File: src/rtl/ptx_pkg.sv
// Shared definitions for the 110110 sync-framed serial link.
// States, sync header and frame length; parity slot via PTX_PARITY_EN.
package ptx_pkg;

  localparam int SYNC_W = 6;
  localparam logic [SYNC_W-1:0] SYNC_PATTERN = 6'b110110;

`ifdef PTX_PARITY_EN
  typedef enum logic [1:0] {
    S_IDLE,
    S_SYNC,
    S_DATA,
    S_PAR
  } state_e;
  localparam int PAR_W = 1;
`else
  typedef enum logic [1:0] {
    S_IDLE,
    S_SYNC,
    S_DATA
  } state_e;
  localparam int PAR_W = 0;
`endif

  function automatic int frame_len(
    input int pat_w,
    input int data_w
  );
    return pat_w + data_w + PAR_W;
  endfunction

endpackage

File: src/rtl/ptx_110110_shift.sv
// Loadable MSB-first payload shift register with advance enable.
// Load wins over advance; zeros are shifted in at the LSB.
module ptx_110110_shift #(
  parameter int W = 8
) (
  input  logic         clk_i,
  input  logic         rst_ni,
  input  logic         i_load,
  input  logic         i_adv,
  input  logic [W-1:0] i_data,
  output logic         o_msb
);

  logic [W-1:0] r_sh;

  always_ff @(posedge clk_i) begin
    if (!rst_ni) begin
      r_sh <= '0;
    end else if (i_load) begin
      r_sh <= i_data;
    end else if (i_adv) begin
      r_sh <= r_sh << 1;
    end
  end

  assign o_msb = r_sh[W-1];

endmodule

File: src/rtl/ptx_110110.sv
// Serial frame transmitter: sync header 110110 then payload, MSB first.
// Define PTX_PARITY_EN to append an even-parity bit to every frame.
module ptx_110110
  import ptx_pkg::*;
#(
  parameter int                 DATA_W  = 8,
  parameter int                 PAT_W   = SYNC_W,
  parameter logic [PAT_W-1:0]   PATTERN = SYNC_PATTERN
) (
  input  logic              clk_i,
  input  logic              rst_ni,
  input  logic [DATA_W-1:0] data_i,
  input  logic              valid_i,
  output logic              ready_o,
  input  logic              hold_i,
  output logic              data_o,
  output logic              valid_o,
  output logic              busy_o,
  output logic              done_o
);

  localparam int MAXW = (PAT_W > DATA_W) ? PAT_W : DATA_W;
  localparam int CW   = $clog2(MAXW + 1);
  localparam logic [CW-1:0] SYNC_LAST = CW'(PAT_W - 1);
  localparam logic [CW-1:0] DATA_LAST = CW'(DATA_W - 1);

  state_e           r_state;
  logic [CW-1:0]    r_cnt;
  logic [PAT_W-1:0] w_pat;
  logic             w_acc;
  logic             w_adv;
  logic             w_msb;
`ifdef PTX_PARITY_EN
  logic             r_par;
`endif

  assign ready_o = (r_state == S_IDLE) & ~hold_i & rst_ni;
  assign w_acc   = valid_i & ready_o;
  assign w_pat   = PATTERN << r_cnt;
  assign w_adv   = (r_state == S_DATA) & ~hold_i & ~done_o;

  ptx_110110_shift #(
    .W(DATA_W)
  ) u_shift (
    .clk_i (clk_i),
    .rst_ni(rst_ni),
    .i_load(w_acc),
    .i_adv (w_adv),
    .i_data(data_i),
    .o_msb (w_msb)
  );

  // The first header bit is launched on the acceptance edge, so the
  // counter records how many header bits are already on the wire.
  always_ff @(posedge clk_i) begin
    if (!rst_ni) begin
      r_state <= S_IDLE;
      r_cnt   <= '0;
      data_o  <= 1'b0;
      valid_o <= 1'b0;
      busy_o  <= 1'b0;
      done_o  <= 1'b0;
`ifdef PTX_PARITY_EN
      r_par   <= 1'b0;
`endif
    end else if (r_state != S_IDLE && done_o) begin
      r_state <= S_IDLE;
      r_cnt   <= '0;
      valid_o <= 1'b0;
      busy_o  <= 1'b0;
      done_o  <= 1'b0;
    end else if (r_state != S_IDLE && hold_i) begin
      valid_o <= 1'b0;
      done_o  <= 1'b0;
    end else begin
      unique case (r_state)
        S_IDLE: begin
          if (w_acc) begin
            r_state <= S_SYNC;
            r_cnt   <= CW'(1);
            data_o  <= PATTERN[PAT_W-1];
            valid_o <= 1'b1;
            busy_o  <= 1'b1;
`ifdef PTX_PARITY_EN
            r_par   <= ^data_i;
`endif
          end
        end
        S_SYNC: begin
          data_o  <= w_pat[PAT_W-1];
          valid_o <= 1'b1;
          if (r_cnt == SYNC_LAST) begin
            r_state <= S_DATA;
            r_cnt   <= '0;
          end else begin
            r_cnt <= r_cnt + 1'b1;
          end
        end
        S_DATA: begin
          data_o  <= w_msb;
          valid_o <= 1'b1;
          if (r_cnt == DATA_LAST) begin
            r_cnt <= '0;
`ifdef PTX_PARITY_EN
            r_state <= S_PAR;
`else
            done_o  <= 1'b1;
`endif
          end else begin
            r_cnt <= r_cnt + 1'b1;
          end
        end
`ifdef PTX_PARITY_EN
        S_PAR: begin
          data_o  <= r_par;
          valid_o <= 1'b1;
          done_o  <= 1'b1;
        end
`endif
        default: r_state <= S_IDLE;
      endcase
    end
  end

endmodule
File: config.mk
export PLATFORM = sky130hd
export DESIGN_NAME = ptx_110110
export DESIGN_NICKNAME = d
export VERILOG_FILES = /design/src/rtl/ptx_pkg.sv /design/src/rtl/ptx_110110_shift.sv /design/src/rtl/ptx_110110.sv
export SDC_FILE = /design/constraint.sdc
export NUM_CORES = 1
export LEC_CHECK = 0
export CAP_MARGIN = 10
export CORE_MARGIN = 2
export CORE_UTILIZATION = 55
export DETAILED_ROUTE_END_ITERATION = 12
export PLACE_DENSITY = 0.86
export SYNTH_ARGS = -nofsm -noshare
export SYNTH_HDL_FRONTEND = slang
export SYNTH_SLANG_ARGS = --single-unit
File: constraint.sdc
create_clock -name clk_i -period 3.34 [get_ports clk_i]
set_input_delay 0.334 -clock clk_i [delete_from_list [all_inputs] [get_ports clk_i]]
set_output_delay 0.334 -clock clk_i [all_outputs]
set_load 0.03 [all_outputs]
==> metrics.txt, run 1 <==
Routed Antenna Nets 0; largest stage delay on the critical path 0.69 ns; Synth area leaders dfxtp_1 35%, mux2i_1 8.7%, a211oi_2 8.5%, ha_1 8.5%, nor2_1 4.4%; initial antenna violation count 0; n_diodes 0; Yosys reg bits 18; Post-Syn Area 1030 um2; root buffer cell clkbuf_4; largest net degree at the start of global routing 18; Top Metal Used met4; clock sinks 18; TritonCTS buffer count 3; total wire length 2.17 mm; share of layout cells above drive strength 1 12.3%; die area 2240 um2; post-CTS sizing 0; Final Critical Period 2.30 ns; RR Startpoint r_state[0]$_SDFFE_PP0P_; hold worst-path end busy_o$_SDFFE_PP0P_; r2r setup slk 1.42 ns; RSZ-0062 raised after global routing no; DR iter-0 viols 12; Clock Skew 0.00125 ns; Remaining Overflow, GRT 0; Post-Syn Area per Cell 9.24 um2; Synth Instances 112; synth warn 0; CTS tree done; final setup violation count 0; Crit-path slowest cell clkdlybuf4s50_1; FF-to-FF path depth 6; fin crit share 69.0%; via count 899; synth-to-layout area growth 20.9%; CP required 3.01 ns; wire length on met3 109 um; critical path endpoint category primary output; Hold Buf Count CTS 0; headroom to the max-slew limit 57.0%; Initial Utilization 59.3%; HP Class flop to flop; Vias/cell 5.80; Syn Nets 131; hold depth 2; Worst-path clk slew 0.10 ns; Final #Nets 150; arrival time worst endpoint 1.97 ns; metal2 WL 1.09 mm; GPL Wtd Cong 0.904; Leak Pwr 0.434 nW; Metal-1 WL 907 um; Die Y 47.4 um; Slew Limit Fails 0; Max clock buf depth 2; dpl ws 1.09 ns; core area 1750 um2; hold_sp busy_o$_SDFFE_PP0P_; status complete, no violations; Final Hold Viols 0; I/O pin cnt 17; First-pass DRT Iterations 4; Fillers 138; first-pass GRT wire length 3.63 mm; sequential area share after synthesis 34.8%; Worst-Skew Late Latency 0.29 ns; post-route cell area 1250 um2; PD cells 359 nW/um2; worst path cell trace inv_1, ha_1, and3b_1, clkdlybuf4s50_1; number of port buffers 16; Total Routing Usage GR 22.8%; Site Rows 15; r2r endpoint r_cnt[3]$_SDFFE_PP0P_; final worst slack 1.04 ns; Die W 47.4 um; Max Cap Viol 0; WL per Instance 14.0 um; Crit Path Class flop to primary output; setup TNS 0 ns; vias in the first global route 852; Slew @ Worst Pin 0.639 ns; # Post-CTS Setup Buffers 0; startpoint types flop; placed instance area 1210 um2; Max H-tree Level 1; Yosys cell types 35; dpl hpwl 1.67 mm; Synth area leader dfxtp_1; Yosys top cell area share 34.8%; DR DRC count 0; Max VDD drop 0.000323 V; CP max FO 6; Highest Clock Rate 434 MHz
cell families after synthesis:
family,share of synthesized area [%]
buffers and inverters,4.35
muxes,8.71
adders and majority gates,8.46
DFF,34.8
AOI/OAI and AO/OA,21.8
and+or+nand+nor,21.9
report_power, final:
part | internal [mW] | switching (mW)
logic | 0.0378 | 0.0441
clock network | 0.0665 | 0.0697
registers | 0.224 | 0.00665
layer usage:
metal,global-route usage [%],vias up
met5,0,-
met3,3.85,8
met4,8.89,0
li1,-,450
met2,40.5,27
met1,27.0,414
critical path, delay by kind of cell (launching register included):
kind | cells | cell delay (ns)
buffers and inverters | 2 | 0.80
and+or+nand+nor | 1 | 0.26
adders and majority gates | 1 | 0.25
DFF | 1 | 0.36
per-stage QoR:
stage	total power, mW	instances	hold slack (ns)	utilization, %
floorplan	0.285	112	0.461	-
global placement	0.315	151	0.436	69.6
detailed placement	0.317	151	0.451	69.6
CTS	0.453	155	0.467	71.7
global route	0.469	155	0.481	71.7
finish	0.449	155	0.464	71.7
worst max path at each step:
stage,cells past startpoint,end,start,slack (ns)
detailed placement,3,ready_o,hold_i,1.09
floorplan,5,r_state[1]$_SDFFE_PP0P_,r_state[0]$_SDFFE_PP0P_,1.71
finish,4,ready_o,r_state[1]$_SDFFE_PP0P_,1.04
CTS,4,ready_o,r_state[0]$_SDFFE_PP0P_,1.04
global placement,3,ready_o,hold_i,1.11
global route,4,ready_o,r_state[0]$_SDFFE_PP0P_,0.93
Yosys cell counts:
| cell | count |
|---|---|
| dfxtp_1 | 18 |
| nor2_1 | 12 |
| mux2i_1 | 9 |
| a211oi_2 | 7 |
| a21oi_1 | 7 |
| ha_1 | 7 |
| inv_1 | 7 |
| a31oi_1 | 5 |
| nand2_1 | 3 |
| nand2b_1 | 3 |
| nand3_1 | 3 |
| nor2b_1 | 3 |
| nand3b_1 | 2 |
| nand4_1 | 2 |
| nand4b_1 | 2 |
| nor3_1 | 2 |
| o21ai_0 | 2 |
| a2111oi_0 | 1 |
| a2111oi_1 | 1 |
| a21boi_0 | 1 |
| a21o_1 | 1 |
| and3_1 | 1 |
| and3b_1 | 1 |
| buf_1 | 1 |
| buf_4 | 1 |
| clkinv_1 | 1 |
| inv_2 | 1 |
| nand2_2 | 1 |
| nand4bb_1 | 1 |
| nor3_4 | 1 |
| o211ai_1 | 1 |
| o221a_2 | 1 |
| o221ai_1 | 1 |
| or3_1 | 1 |
| or3_2 | 1 |
state kept, by name (all words and copies together) (netlist names):
name,count
r_state,2
r_cnt,4
busy_o,1
data_o,1
done_o,1
u_shift.r_sh,8
valid_o,1
cell type report:
type                    count  area (um2)  area share (%)
inverters                   9        33.8            2.70
flip-flops and latches     18         360            28.8
repair buffers             16         160            12.8
multi-input cells          83         629            50.3
clock buffers               4        36.3            2.90
well taps                  25        31.3            2.50
cells in the final DEF, fill, tap and decap left out, drive strengths merged, types with 4 or more instances in the layout:
cell type and instances:
dfxtp 18, a31oi 5, clkdlybuf4s50 16, nand2 4
a211oi 7, ha 7, a21oi 7, inv 8
mux2i 9, nor2 12, clkbuf 4
Power figures use the tool's default switching activity.
==> run 2: changes to the inputs <==
--- a/config.mk
+++ b/config.mk
@@ -7,9 +7,9 @@
 export LEC_CHECK = 0
 export CAP_MARGIN = 10
 export CORE_MARGIN = 2
-export CORE_UTILIZATION = 55
+export CORE_UTILIZATION = 46
 export DETAILED_ROUTE_END_ITERATION = 12
-export PLACE_DENSITY = 0.86
+export PLACE_DENSITY = 0.77
 export SYNTH_ARGS = -nofsm -noshare
 export SYNTH_HDL_FRONTEND = slang
 export SYNTH_SLANG_ARGS = --single-unit
==> constraint.sdc (replaced) <==
create_clock -name clk_i -period 2 [get_ports clk_i]
set_input_delay 0.2 -clock clk_i [delete_from_list [all_inputs] [get_ports clk_i]]
set_output_delay 0.2 -clock clk_i [all_outputs]
set_load 0.03 [all_outputs]
==> run 2 against run 1 <==
Compared with the run above:
- global-route usage down 3.6 points
- register-to-register slack worse by 1.3 ns
- flip-flop and latch count unchanged
- count of clock-buffer cells in the layout unchanged
- cell count up 3.9%
- hold slack worse by 0.013 ns
- sequential power up 67%
- highest routed layer unchanged
==> metrics.txt, run 2 (synthesized netlist as in run 1, its figures left out) <==
Worst-path clk slew 0.11 ns (about the same); I/O pin cnt 17 (unchanged); largest registers u_shift.r_sh: 8 flops, r_cnt: 4 flops, r_state: 2 flops; Routed Antenna Nets 0 (unchanged); largest net degree at the start of global routing 18 (unchanged); Clock Skew 0.0134 ns (+0.0122 ns); Leak Pwr 0.452 nW (+4.2%); Highest Clock Rate 530 MHz; commonest non-fill, non-tap cell in the layout dfxtp_1; most frequent cells in the layout 18 x dfxtp_1, 15 x clkdlybuf4s50_1, 12 x nor2_1; Fillers 184 (+33%); via count 901 (+0.22%); initial antenna violation count 0 (unchanged); Final Critical Period 1.89 ns; Slew Limit Fails 0 (unchanged); setup TNS 0 ns (unchanged); Max H-tree Level 1 (unchanged); Slew @ Worst Pin 0.485 ns (-0.155 ns); startpoint types flop; max reg flops 8 (unchanged); Crit Path Class flop to primary output; vias in the first global route 801 (-6.0%); Site Rows 17 (+2); # Post-CTS Setup Buffers 0 (unchanged); PD cells 589 nW/um2 (+64%); HP Class flop to flop; Total Power 752 uW (+67%); status complete, no violations; headroom to the max-slew limit 67.6% (+11 points); WL per Instance 13.4 um (-3.8%); DR iter-0 viols 24 (+12); Final Hold Viols 0 (unchanged); post-route cell area 1280 um2 (+2.0%); first-pass GRT wire length 3.80 mm (+4.6%); dpl hpwl 1.57 mm (-5.8%); GPL Wtd Cong 0.877 (-3.0%); root buffer cell clkbuf_4; Worst-Skew Late Latency 0.30 ns (about the same); Seq. cell area 360 um2 (unchanged); fin crit share 94.4%; Max clock buf depth 2 (unchanged); Remaining Overflow, GRT 0 (unchanged); final setup violation count 0 (unchanged); synth-to-layout area growth 23.3%; n_diodes 0 (unchanged); Die Y 51.4 um (+8.6%); Max VDD drop 0.000330 V (+2.3%); Total Routing Usage GR 19.2% (-3.6 points); Hold Buf Count CTS 0 (unchanged); DR DRC count 0 (unchanged); Top reg by flops u_shift.r_sh; CP max FO 6 (unchanged); total wire length 2.17 mm (about the same); Initial Utilization 47.7% (-12 points); arrival time worst endpoint 1.69 ns (-0.28 ns); clock sinks 18 (unchanged); fin util 58.8% (-13 points); placed instance area 1240 um2 (+2.2%); core area 2170 um2 (+24%); CTS tree done; Multi-input gate area 629 um2 (unchanged); CP required 1.80 ns (-1.21 ns); Die W 51.4 um (+8.6%); Max Cap Viol 0 (unchanged); TritonCTS buffer count 3 (unchanged); number of port buffers 16 (unchanged); share of layout cells above drive strength 1 14.3% (+2.0 points); Final #Nets 153 (+2.0%); die area 2650 um2 (+18%); RSZ-0062 raised after global routing no; First-pass DRT Iterations 5 (+1); Vias/cell 5.60 (-3.5%); critical path endpoint category primary output
==> run 2: stage by stage <==
step | worst slack [ns] | std cells | hold slack (ns)
5_1_grt | 0.00807 | 161 | 0.481
2_1_floorplan | 0.369 | 112 | 0.338
6_report | 0.112 | 161 | 0.451
4_1_cts | 0.111 | 161 | 0.457
3_5_place_dp | 0.142 | 157 | 0.441
3_3_place_gp | 0.150 | 157 | 0.435
==> run 2: path summary, 6_finish.rpt <==
kind                                 from                 endpoint  slack, ns  cells after the start
hold / removal        busy_o$_SDFFE_PP0P_      busy_o$_SDFFE_PP0P_       0.45                      2
hold reg to reg       busy_o$_SDFFE_PP0P_      busy_o$_SDFFE_PP0P_       0.45                      2
setup reg to reg  r_state[0]$_SDFFE_PP0P_  r_state[0]$_SDFFE_PP0P_       0.15                      6
setup / recovery  r_state[0]$_SDFFE_PP0P_                  ready_o       0.11                      4
==> run 2: routing by layer <==
layer	vias to the layer above	track usage, %	routed length, um
met3	4	3.51	172
li1	454	-	-
met5	-	0	0
met4	0	6.58	25
met2	45	29.5	959
met1	398	26.9	1010
==> run 2: cell type report <==
type / instances / share of cell area, %
multi-input combinational: 83 / 49.3
tap: 28 / 2.75
timing repair buffer: 19 / 14.2
sequential: 18 / 28.2
inverter: 9 / 2.65
clock buffer: 4 / 2.84
==> run 2: power by group <==
part / internal, mW / switching, mW
logic: 0.0667 / 0.0740
registers: 0.374 / 0.0112
clock network: 0.111 / 0.115
total: 0.552 / 0.200
==> run 2: repair_timing <==
action / in CTS / in global routing
gates resized for setup: 1 / 0
pin swaps: 0 / 1
setup endpoints to repair: 1 / 4
==> run 2: critical path, stage by stage, from the launching register on <==
cell           delay (ns)
dfxtp_1              0.36
inv_1                0.11
ha_1                 0.26
and3b_1              0.24
dlygate4sd2_1        0.41
==> run 3: changes to the inputs <==
--- a/config.mk
+++ b/config.mk
@@ -7,9 +7,11 @@
 export LEC_CHECK = 0
 export CAP_MARGIN = 10
 export CORE_MARGIN = 2
-export CORE_UTILIZATION = 46
+export CORE_UTILIZATION = 54
 export DETAILED_ROUTE_END_ITERATION = 12
-export PLACE_DENSITY = 0.77
+export DONT_BUFFER_PORTS = 1
+export PLACE_DENSITY = 0.76
+export SKIP_CTS_REPAIR_TIMING = 1
 export SYNTH_ARGS = -nofsm -noshare
 export SYNTH_HDL_FRONTEND = slang
 export SYNTH_SLANG_ARGS = --single-unit
==> run 3 against run 2 <==
Compared with the run above:
- routed wire length rose by 2.2%
- combinational power decreased by 31%
- via count is 4.3% lower
- sequential share of layout area rose by 4.4 points
- global-route usage rose by 2.8 points
- critical path depth up 2
- flip-flop and latch count did not move
- maximum frequency down 0.12%
- power shrank 3.7%
- first-iteration DRC count is 33% higher
- largest cell class unchanged
==> metrics.txt, run 3 (synthesized netlist as in run 1, its figures left out) <==
CTS tree done; CP max FO 17 (+11); fin crit share 94.5% (+0.11 points); TritonCTS buffer count 3 (unchanged); Max Cap Viol 0 (unchanged); Remaining Overflow, GRT 0 (unchanged); First-pass DRT Iterations 4 (-1); die area 2280 um2 (-14%); CP required 2.18 ns (+0.38 ns); I/O pin cnt 17 (unchanged); PD cells 656 nW/um2 (+11%); Total Power 724 uW (-3.7%); largest registers u_shift.r_sh: 8 flops, r_cnt: 4 flops, r_state: 2 flops; Vias/cell 6.16 (+10%); Site Rows 15 (-2); n_diodes 0 (unchanged); Leak Pwr 0.380 nW (-16%); HP Class input port to flop; Initial Utilization 58.7% (+11 points); startpoint types flop; worst path cell trace inv_1, ha_1, and3b_1, nand2_2, nor2_1, a211oi_2; vias in the first global route 780 (-2.6%); Total Routing Usage GR 22.0% (+2.8 points); Slew @ Worst Pin 0.540 ns (+0.0552 ns); largest net degree at the start of global routing 18 (unchanged); GPL Wtd Cong 0.863 (-1.6%); core area 1760 um2 (-19%); setup TNS 0 ns (unchanged); Highest Clock Rate 529 MHz (-0.12%); WL per Instance 15.8 um (+18%); Slew Limit Fails 0 (unchanged); Worst-Skew Late Latency 0.31 ns (about the same); Worst-path clk slew 0.11 ns (about the same); hold depth 2 (unchanged); Max H-tree Level 1 (unchanged); Max clock buf depth 2 (unchanged); post-route cell area 1100 um2 (-14%); Die W 47.8 um (-7.1%); critical path endpoint category flop; initial antenna violation count 0 (unchanged); Top reg by flops u_shift.r_sh; clock sinks 18 (unchanged); Clock Skew 0.0140 ns (+0.000555 ns); number of port buffers 0 (-16); FF-to-FF path depth 6 (unchanged); DR DRC count 0 (unchanged); RSZ-0062 raised after global routing no; final setup violation count 0 (unchanged); Crit Path Class flop to flop; Die Y 47.8 um (-7.1%); largest stage delay on the critical path 0.42 ns (about the same); Final Hold Viols 0 (unchanged); total wire length 2.21 mm (+2.2%); synth-to-layout area growth 6.65%; root buffer cell clkbuf_4; status complete, no violations; share of layout cells above drive strength 1 15.7% (+1.4 points); Final Critical Period 1.89 ns (+0.00230 ns); DR iter-0 viols 32 (+33%); max reg flops 8 (unchanged); Final #Nets 135 (-12%); placed instance area 1060 um2 (-14%); via count 862 (-4.3%); Max VDD drop 0.000410 V (+24%); Fillers 155 (-16%); Crit-path slowest cell and3b_1; most frequent cells in the layout 18 x dfxtp_1, 12 x nor2_1, 9 x mux2i_1; commonest non-fill, non-tap cell in the layout dfxtp_1; first-pass GRT wire length 3.42 mm (-9.8%); headroom to the max-slew limit 63.7% (-3.9 points); arrival time worst endpoint 2.07 ns (+0.38 ns); dpl hpwl 1.61 mm (+2.3%); Routed Antenna Nets 0 (unchanged)
==> run 3: worst paths after layout <==
path | endpoint | startpoint | slack, ns
worst max-delay path | u_shift.r_sh[5]$_SDFFE_PN0P_ | r_state[1]$_SDFFE_PP0P_ | 0.11
worst min-delay path | data_o$_SDFFE_PN0P_ | rst_ni | 0.02
worst max register to register | u_shift.r_sh[5]$_SDFFE_PN0P_ | r_state[1]$_SDFFE_PP0P_ | 0.11
worst min register to register | r_cnt[1]$_SDFFE_PP0P_ | r_cnt[1]$_SDFFE_PP0P_ | 0.51
==> run 3: metal layers <==
layer	global-route usage (%)	vias up	wire, um
met5	0	-	0
met4	11.9	0	42
met3	5.66	7	181
met2	33.1	34	1060
met1	28.9	400	934
li1	-	421	-
==> run 3: critical path, delay by kind of cell (launching register included) <==
kind | cells | cell delay (ns)
buffers and inverters | 1 | 0.11
adder cells (fa/ha/maj) | 1 | 0.24
AND/OR/NAND/NOR | 3 | 0.98
AO/OA/AOI/OAI | 1 | 0.06
flip-flops | 1 | 0.36
==> run 3: stage by stage <==
step	instances	hold slack [ns]	utilization, %	setup WS [ns]
finish	140	0.0204	62.6	0.110
global route	140	0.0270	62.6	0.00744
CTS	140	0.0196	62.3	0.0846
detailed placement	136	0.349	60.2	0.145
global placement	136	0.354	60.2	0.207
floorplan	112	0.338	-	0.369
==> run 3: power by group <==
group	internal [mW]	leakage (nW)	switching, mW
combinational	0.0385	0.212	0.0581
clock	0.111	0.0210	0.121
sequential	0.375	0.147	0.0205
==> run 3: final cells by class <==
type,instances,area (um2),area share [%]
inverters,9,33.8,3.06
well taps,25,31.3,2.83
multi-input cells,83,634,57.5
repair buffers,1,7.51,0.680
flip-flops and latches,18,360,32.7
clock buffers,4,36.3,3.29
